File: src/rtl/pixel_io_pkg.sv
// rtl/pixel_io_pkg.sv - shared image geometry and serializer state encoding
//
// Purpose: constants common to the pixel loader and pixel serializer, plus
//          the serializer FSM state type.
// Ports:   none (package).
package pixel_io_pkg;

  localparam int IMG_DIM  = 28;
  localparam int N_PIXELS = IMG_DIM * IMG_DIM;

  typedef enum logic [1:0] {
    IDLE = 2'd0,
    SEND = 2'd1,
    DONE = 2'd2
  } tx_state_t;

endpackage

File: src/rtl/bit_period_divider.sv
// rtl/bit_period_divider.sv - divides the clock into DIV-cycle serial bit periods
//
// Purpose: counts clock cycles within one serial bit period.
// Ports:
//   clk, reset_n  clock and asynchronous active-low reset
//   clr           start a new image: counter to 0, next cycle is a period start
//   en            advance the counter (a further period follows this one)
//   first         registered, high on the first cycle of each bit period
//   last          combinational, high on the final cycle of the current period
module bit_period_divider #(
  parameter int DIV = 1
) (
  input  logic clk,
  input  logic reset_n,
  input  logic clr,
  input  logic en,
  output logic first,
  output logic last
);

  localparam int            CW       = (DIV > 1) ? $clog2(DIV) : 1;
  localparam logic [CW-1:0] LAST_CNT = CW'(DIV - 1);

  logic [CW-1:0] cnt_q, cnt_d;
  logic          first_q, first_d;

  assign last  = (cnt_q == LAST_CNT);
  assign first = first_q;

  // first_d flags that the coming cycle opens a new period; with DIV=1
  // every enabled cycle is both first and last.
  always_comb begin
    cnt_d   = cnt_q;
    first_d = 1'b0;
    if (clr) begin
      cnt_d   = '0;
      first_d = 1'b1;
    end else if (en) begin
      first_d = last;
      cnt_d   = last ? '0 : cnt_q + 1'b1;
    end
  end

  always_ff @(posedge clk or negedge reset_n) begin
    if (!reset_n) begin
      cnt_q   <= '0;
      first_q <= 1'b0;
    end else begin
      cnt_q   <= cnt_d;
      first_q <= first_d;
    end
  end

endmodule

File: src/rtl/pixel_serializer.sv
// rtl/pixel_serializer.sv - shifts one binarized image out on a serial line
//
// Purpose: accepts an N_BITS image over valid/ready and sends it LSB (pixel 0)
//          first, DIV clocks per bit, then pulses tx_done for one cycle.
// Option:  PIXEL_TX_ONES_COUNT_EN enables the ones_count counter; otherwise
//          ones_count is tied to 0.
// Ports:
//   clk, reset_n          clock and asynchronous active-low reset
//   img_valid/img_ready   image handshake; img_data captured on acceptance
//   img_data              image, bit k = pixel k
//   d_out_p               serial pixel bit
//   bit_strobe            first cycle of each bit period
//   tx_busy               bits on the line
//   tx_done               one-cycle pulse after the last bit period
//   ones_count            number of 1-bits sent in the current image
module pixel_serializer
  import pixel_io_pkg::*;
#(
  parameter int N_BITS = N_PIXELS,
  parameter int DIV    = 1
) (
  input  logic                        clk,
  input  logic                        reset_n,
  input  logic                        img_valid,
  output logic                        img_ready,
  input  logic [N_BITS-1:0]           img_data,
  output logic                        d_out_p,
  output logic                        bit_strobe,
  output logic                        tx_busy,
  output logic                        tx_done,
  output logic [$clog2(N_BITS+1)-1:0] ones_count
);

  localparam int            BW        = $clog2(N_BITS);
  localparam int            OW        = $clog2(N_BITS + 1);
  localparam logic [BW-1:0] FINAL_BIT = BW'(N_BITS - 1);

  tx_state_t         state_q, state_d;
  logic [N_BITS-1:0] shreg_q, shreg_d;
  logic [BW-1:0]     bit_cnt_q, bit_cnt_d;
  logic              d_out_p_q, d_out_p_d;
  logic              tx_busy_q, tx_busy_d;
  logic              tx_done_q, tx_done_d;

  logic clr, period_last, tx_end, div_en;

  assign img_ready = (state_q == IDLE);
  assign clr       = img_ready && img_valid;
  assign tx_end    = (state_q == SEND) && period_last && (bit_cnt_q == FINAL_BIT);
  // Stopping the divider on the final period keeps bit_strobe low in DONE.
  assign div_en    = (state_q == SEND) && !tx_end;

  bit_period_divider #(.DIV(DIV)) u_div (
    .clk     (clk),
    .reset_n (reset_n),
    .clr     (clr),
    .en      (div_en),
    .first   (bit_strobe),
    .last    (period_last)
  );

  always_comb begin
    state_d   = state_q;
    shreg_d   = shreg_q;
    bit_cnt_d = bit_cnt_q;
    unique case (state_q)
      IDLE: begin
        if (img_valid) begin
          state_d   = SEND;
          shreg_d   = img_data;
          bit_cnt_d = '0;
        end
      end
      SEND: begin
        if (period_last) begin
          shreg_d = shreg_q >> 1;
          if (bit_cnt_q == FINAL_BIT) state_d = DONE;
          else                        bit_cnt_d = bit_cnt_q + 1'b1;
        end
      end
      DONE:    state_d = IDLE;
      default: state_d = IDLE;
    endcase
    // Outputs are registered from the next-state view so they line up with
    // the state they describe.
    d_out_p_d = (state_d == SEND) ? shreg_d[0] : 1'b0;
    tx_busy_d = (state_d == SEND);
    tx_done_d = (state_d == DONE);
  end

  always_ff @(posedge clk or negedge reset_n) begin
    if (!reset_n) begin
      state_q   <= IDLE;
      shreg_q   <= '0;
      bit_cnt_q <= '0;
      d_out_p_q <= 1'b0;
      tx_busy_q <= 1'b0;
      tx_done_q <= 1'b0;
    end else begin
      state_q   <= state_d;
      shreg_q   <= shreg_d;
      bit_cnt_q <= bit_cnt_d;
      d_out_p_q <= d_out_p_d;
      tx_busy_q <= tx_busy_d;
      tx_done_q <= tx_done_d;
    end
  end

  assign d_out_p = d_out_p_q;
  assign tx_busy = tx_busy_q;
  assign tx_done = tx_done_q;

`ifdef PIXEL_TX_ONES_COUNT_EN
  logic [OW-1:0] ones_q, ones_d;

  // Counts the bit presented in the previous strobe cycle, so the final
  // total is visible in the tx_done cycle and held until the next image.
  always_comb begin
    ones_d = ones_q;
    if (clr)                            ones_d = '0;
    else if (bit_strobe && d_out_p_q)   ones_d = ones_q + 1'b1;
  end

  always_ff @(posedge clk or negedge reset_n) begin
    if (!reset_n) ones_q <= '0;
    else          ones_q <= ones_d;
  end

  assign ones_count = ones_q;
`else
  assign ones_count = '0;
`endif

endmodule

File: config.mk
export PLATFORM = sky130hd
export DESIGN_NAME = pixel_serializer
export DESIGN_NICKNAME = d
export VERILOG_FILES = /design/src/rtl/pixel_io_pkg.sv /design/src/rtl/bit_period_divider.sv /design/src/rtl/pixel_serializer.sv
export SDC_FILE = /design/constraint.sdc
export NUM_CORES = 2
export LEC_CHECK = 0
export BUFFER_PORTS_ARGS = -buffer_cell sky130_fd_sc_hd__buf_2
export CAP_MARGIN = 20
export CORE_AREA = 2 2 310 312
export DETAILED_ROUTE_END_ITERATION = 10
export DIE_AREA = 0 0 312 314
export PLACE_DENSITY = 0.55
export SLEW_MARGIN = 30
export SYNTH_ARGS = -nofsm -noshare
export SYNTH_HDL_FRONTEND = slang
export SYNTH_SLANG_ARGS = --single-unit
export TNS_END_PERCENT = 50
File: constraint.sdc
create_clock -name clk -period 1.8 [get_ports clk]
set_input_delay 0.18 -clock clk [delete_from_list [all_inputs] [get_ports clk]]
set_output_delay 0.18 -clock clk [all_outputs]
set_load 0.01 [all_outputs]
==> run_results.csv <==
group,metric,value,unit
layout,nets,5830,
critical_path,r2r_slack,0.06,ns
critical_path,reg2reg_depth,6,
job,cap_violations,0,
timing,fin_tns_setup,0,ns
critical_path,critPathRequiredTime,2.39,ns
synthesis,syn-cell-area,33500,um^2
floorplan,die_w,312,um
floorplan,die_h,314,um
routing,drt-pass1-iter-count,6,
placed_design,hpwl,77.2,mm
placed_design,place_congestion,0.867,
global_routing,grt_use_total,0.234,
clock_network,root_buffer,"clkbuf_16",
floorplan,coreArea,94400,um^2
layout,layout-drive-gt1-share,0.216,
synthesis,synth_edf_count,0,
outcome,outcome,"completed",
synthesis,syn_avg_cell_area,9.63,um^2
critical_path,end_kind,"flip-flop",
layout,fin_cells,6433,
critical_path,reg2reg_to,"shreg_q[442]",
pwr,power,71.6,mW
routing,vias,32400,
global_routing,grt_first_pass_wirelength,184,mm
routing,avgViaCountPerCell,5.04,
synthesis,netlist_instances,3477,
timing,period_needed,1.74,ns
synthesis,yosysMostFrequentCell,"nand2_1",
placed_design,portBuffers,791,
global_routing,antenna_found_initial,49,
timing,max_freq,573,MHz
routing,avgRoutedWirePerCell,18.3,um
pwr,leakage,25.9,nW
pwr,power.density,1410,nW/um^2
synthesis,synth_seq_cells,800,
worst_hold_path,hp-class,"in2async",
timing,setup_viol,0,
timing,finClkSkew,0.0209,ns
critical_path,critPathMaxFanout,29,
synthesis,synthTopCellsByCount,"1574 x nand2_1, 800 x dfrtp_1, 782 x a22oi_1, 220 x buf_2, 34 x clkbuf_1",
routing,ant_nets,0,
synthesis,synthTopCellsByArea,"dfrtp_1 60%, nand2_1 18%, a22oi_1 18%",
critical_path,path_class,"reg2reg",
clock_network,tritoncts,"yes",
synthesis,yosysTopAreaCell,"dfrtp_1",
floorplan,start_util,0.354,
clock_network,htree_levels,3,
timing,timing.final.crit_share,0.969,
global_routing,overflow,0,
synthesis,yosysUniqueCellTypes,32,
clock_network,clk_pin_slew,0.06,ns
floorplan,rows,113,
critical_path,r2r_start,"state_q[0]",
critical_path,critPathArrivalTime,2.33,ns
pwr,vdd_drop_max,0.823,mV
placed_design,place_area,39800,um^2
synthesis,async_flop_share,1.00,
timing,timing.final.ws_setup,0.0556,ns
floorplan,num_io_pins,802,
clock_network,cts.path.max_buffers,3,
layout,areaGrowthSynthToFinish,52.0,%
synthesis,ys.flop_type,"dfrtp_1",
layout,stdcell_area,50900,um^2
critical_path,startpoint_type,"flip-flop",
routing,drc,0,
global_routing,grt_pass1_vias,33700,
routing,totalWireLength,117,mm
timing,rsz0062_at_grt,"yes",
global_routing,grt_max_degree,81,
floorplan,die-area,98000,um^2
clock_network,numCtsBuffers,91,
synthesis,synth_top_area_share,0.598,
clock_network,clock_latency,0.66,ns
timing,hold_viol,0,
synthesis,yosysSeqAreaShare,0.598,
clock_network,clock-sinks,800,
synthesis,yosysWarningCount,0,
placed_design,dp_slack,0.0936,ns
placed_design,dp.cells,5428,
routing,drt_iter0_drc,2872,
timing,slew_violations,0,
## power by group
part | internal [mW] | switching (mW) | total [mW] | leakage (nW)
clock | 11.5 | 7.75 | 19.2 | 1.54
combinational | 9.93 | 12.2 | 22.1 | 14.2
sequential | 25.8 | 4.44 | 30.2 | 10.2
total | 47.2 | 24.4 | 71.6 | 25.9
## registers in the layout (all words and copies together) (netlist names)
register     flops
u_div.first      1
d_out_p          1
bit_cnt_q       10
tx_busy          1
tx_done          1
state_q          2
shreg_q        784
## routing by layer
layer	share of wire	wire length, um	track usage	vias up
met5	0.00021	25	0	-
met2	0.49	57000	0.383	1221
li1	-	-	-	15100
met1	0.41	47700	0.295	15700
met3	0.059	6930	0.0449	357
met4	0.049	5770	0.126	4
## cell usage in the layout (no fill, tap or decap), types with 6 or more instances in the layout
master,count
buf_4,86
clkinv_2,20
buf_2,790
clkbuf_8,24
dlygate4sd3_1,786
clkbuf_1,17
clkbuf_16,95
a22oi_1,782
bufinv_16,6
nand2_1,1574
dfrtp_1,800
diode_2,51
nand3_1,6
buf_12,67
conb_1,10
## metrics by stage
step                hold slack, ns   util
floorplan                   -0.116      -
global placement             0.140  0.421
detailed placement           0.144  0.421
CTS                        0.00994  0.537
global route                0.0387  0.538
finish                      0.0407  0.539
## cell families (layout without fill, tap and decap cells)
| family | Yosys count | in the layout | synth area share |
|---|---|---|---|
| AOI/OAI and AO/OA | 794 | 794 | 0.178 |
| xor gates and xnor gates | 2 | 2 | 0.000523 |
| adders and majority gates | 1 | 1 | 0.000374 |
| buffers and inverters | 271 | 1902 | 0.0403 |
| DFF | 800 | 800 | 0.598 |
| muxes | 3 | 3 | 0.000897 |
| other | 1 | 61 | 0.000112 |
| and+or+nand+nor | 1605 | 1605 | 0.182 |
## layout make-up
class                           count  area, um^2
Antenna cell                       51         128
Sequential cell                   800       20000
Multi-Input combinational cell   2415       12200
Tap cell                         1265        1580
Clock inverter                     32         328
Timing Repair Buffer             1734       13900
Clock buffer                      136        2770
Fill cell                        8306       43600
## critical path, cell delays in order, from the launching register on
cell and delay [ns]:
dfrtp_1 0.41, nor3b_4 0.31, buf_4 0.28, buf_12 0.24, buf_12 0.19, a22oi_1 0.11, nand2_1 0.09
## worst max path at each step
stage / startpoint / endpoint / slack, ns
2_1_floorplan: state_q[0] / shreg_q[559] / 0.30
3_3_place_gp: state_q[0] / shreg_q[197] / 0.14
3_5_place_dp: state_q[0] / shreg_q[1] / 0.09
4_1_cts: state_q[0] / img_ready / 0.02
5_1_grt: state_q[1] / shreg_q[442] / -0.03
6_report: state_q[0] / shreg_q[442] / 0.06
## repair_timing
item                                    4_1_cts  5_1_grt
resized for setup                             1        5
hold buffers                                786        0
endpoints found under the setup margin        1       23
setup buffers                                 0        0
hold endpoints to repair                   1145        0
Note: power is estimated with default switching activity, not from simulation.
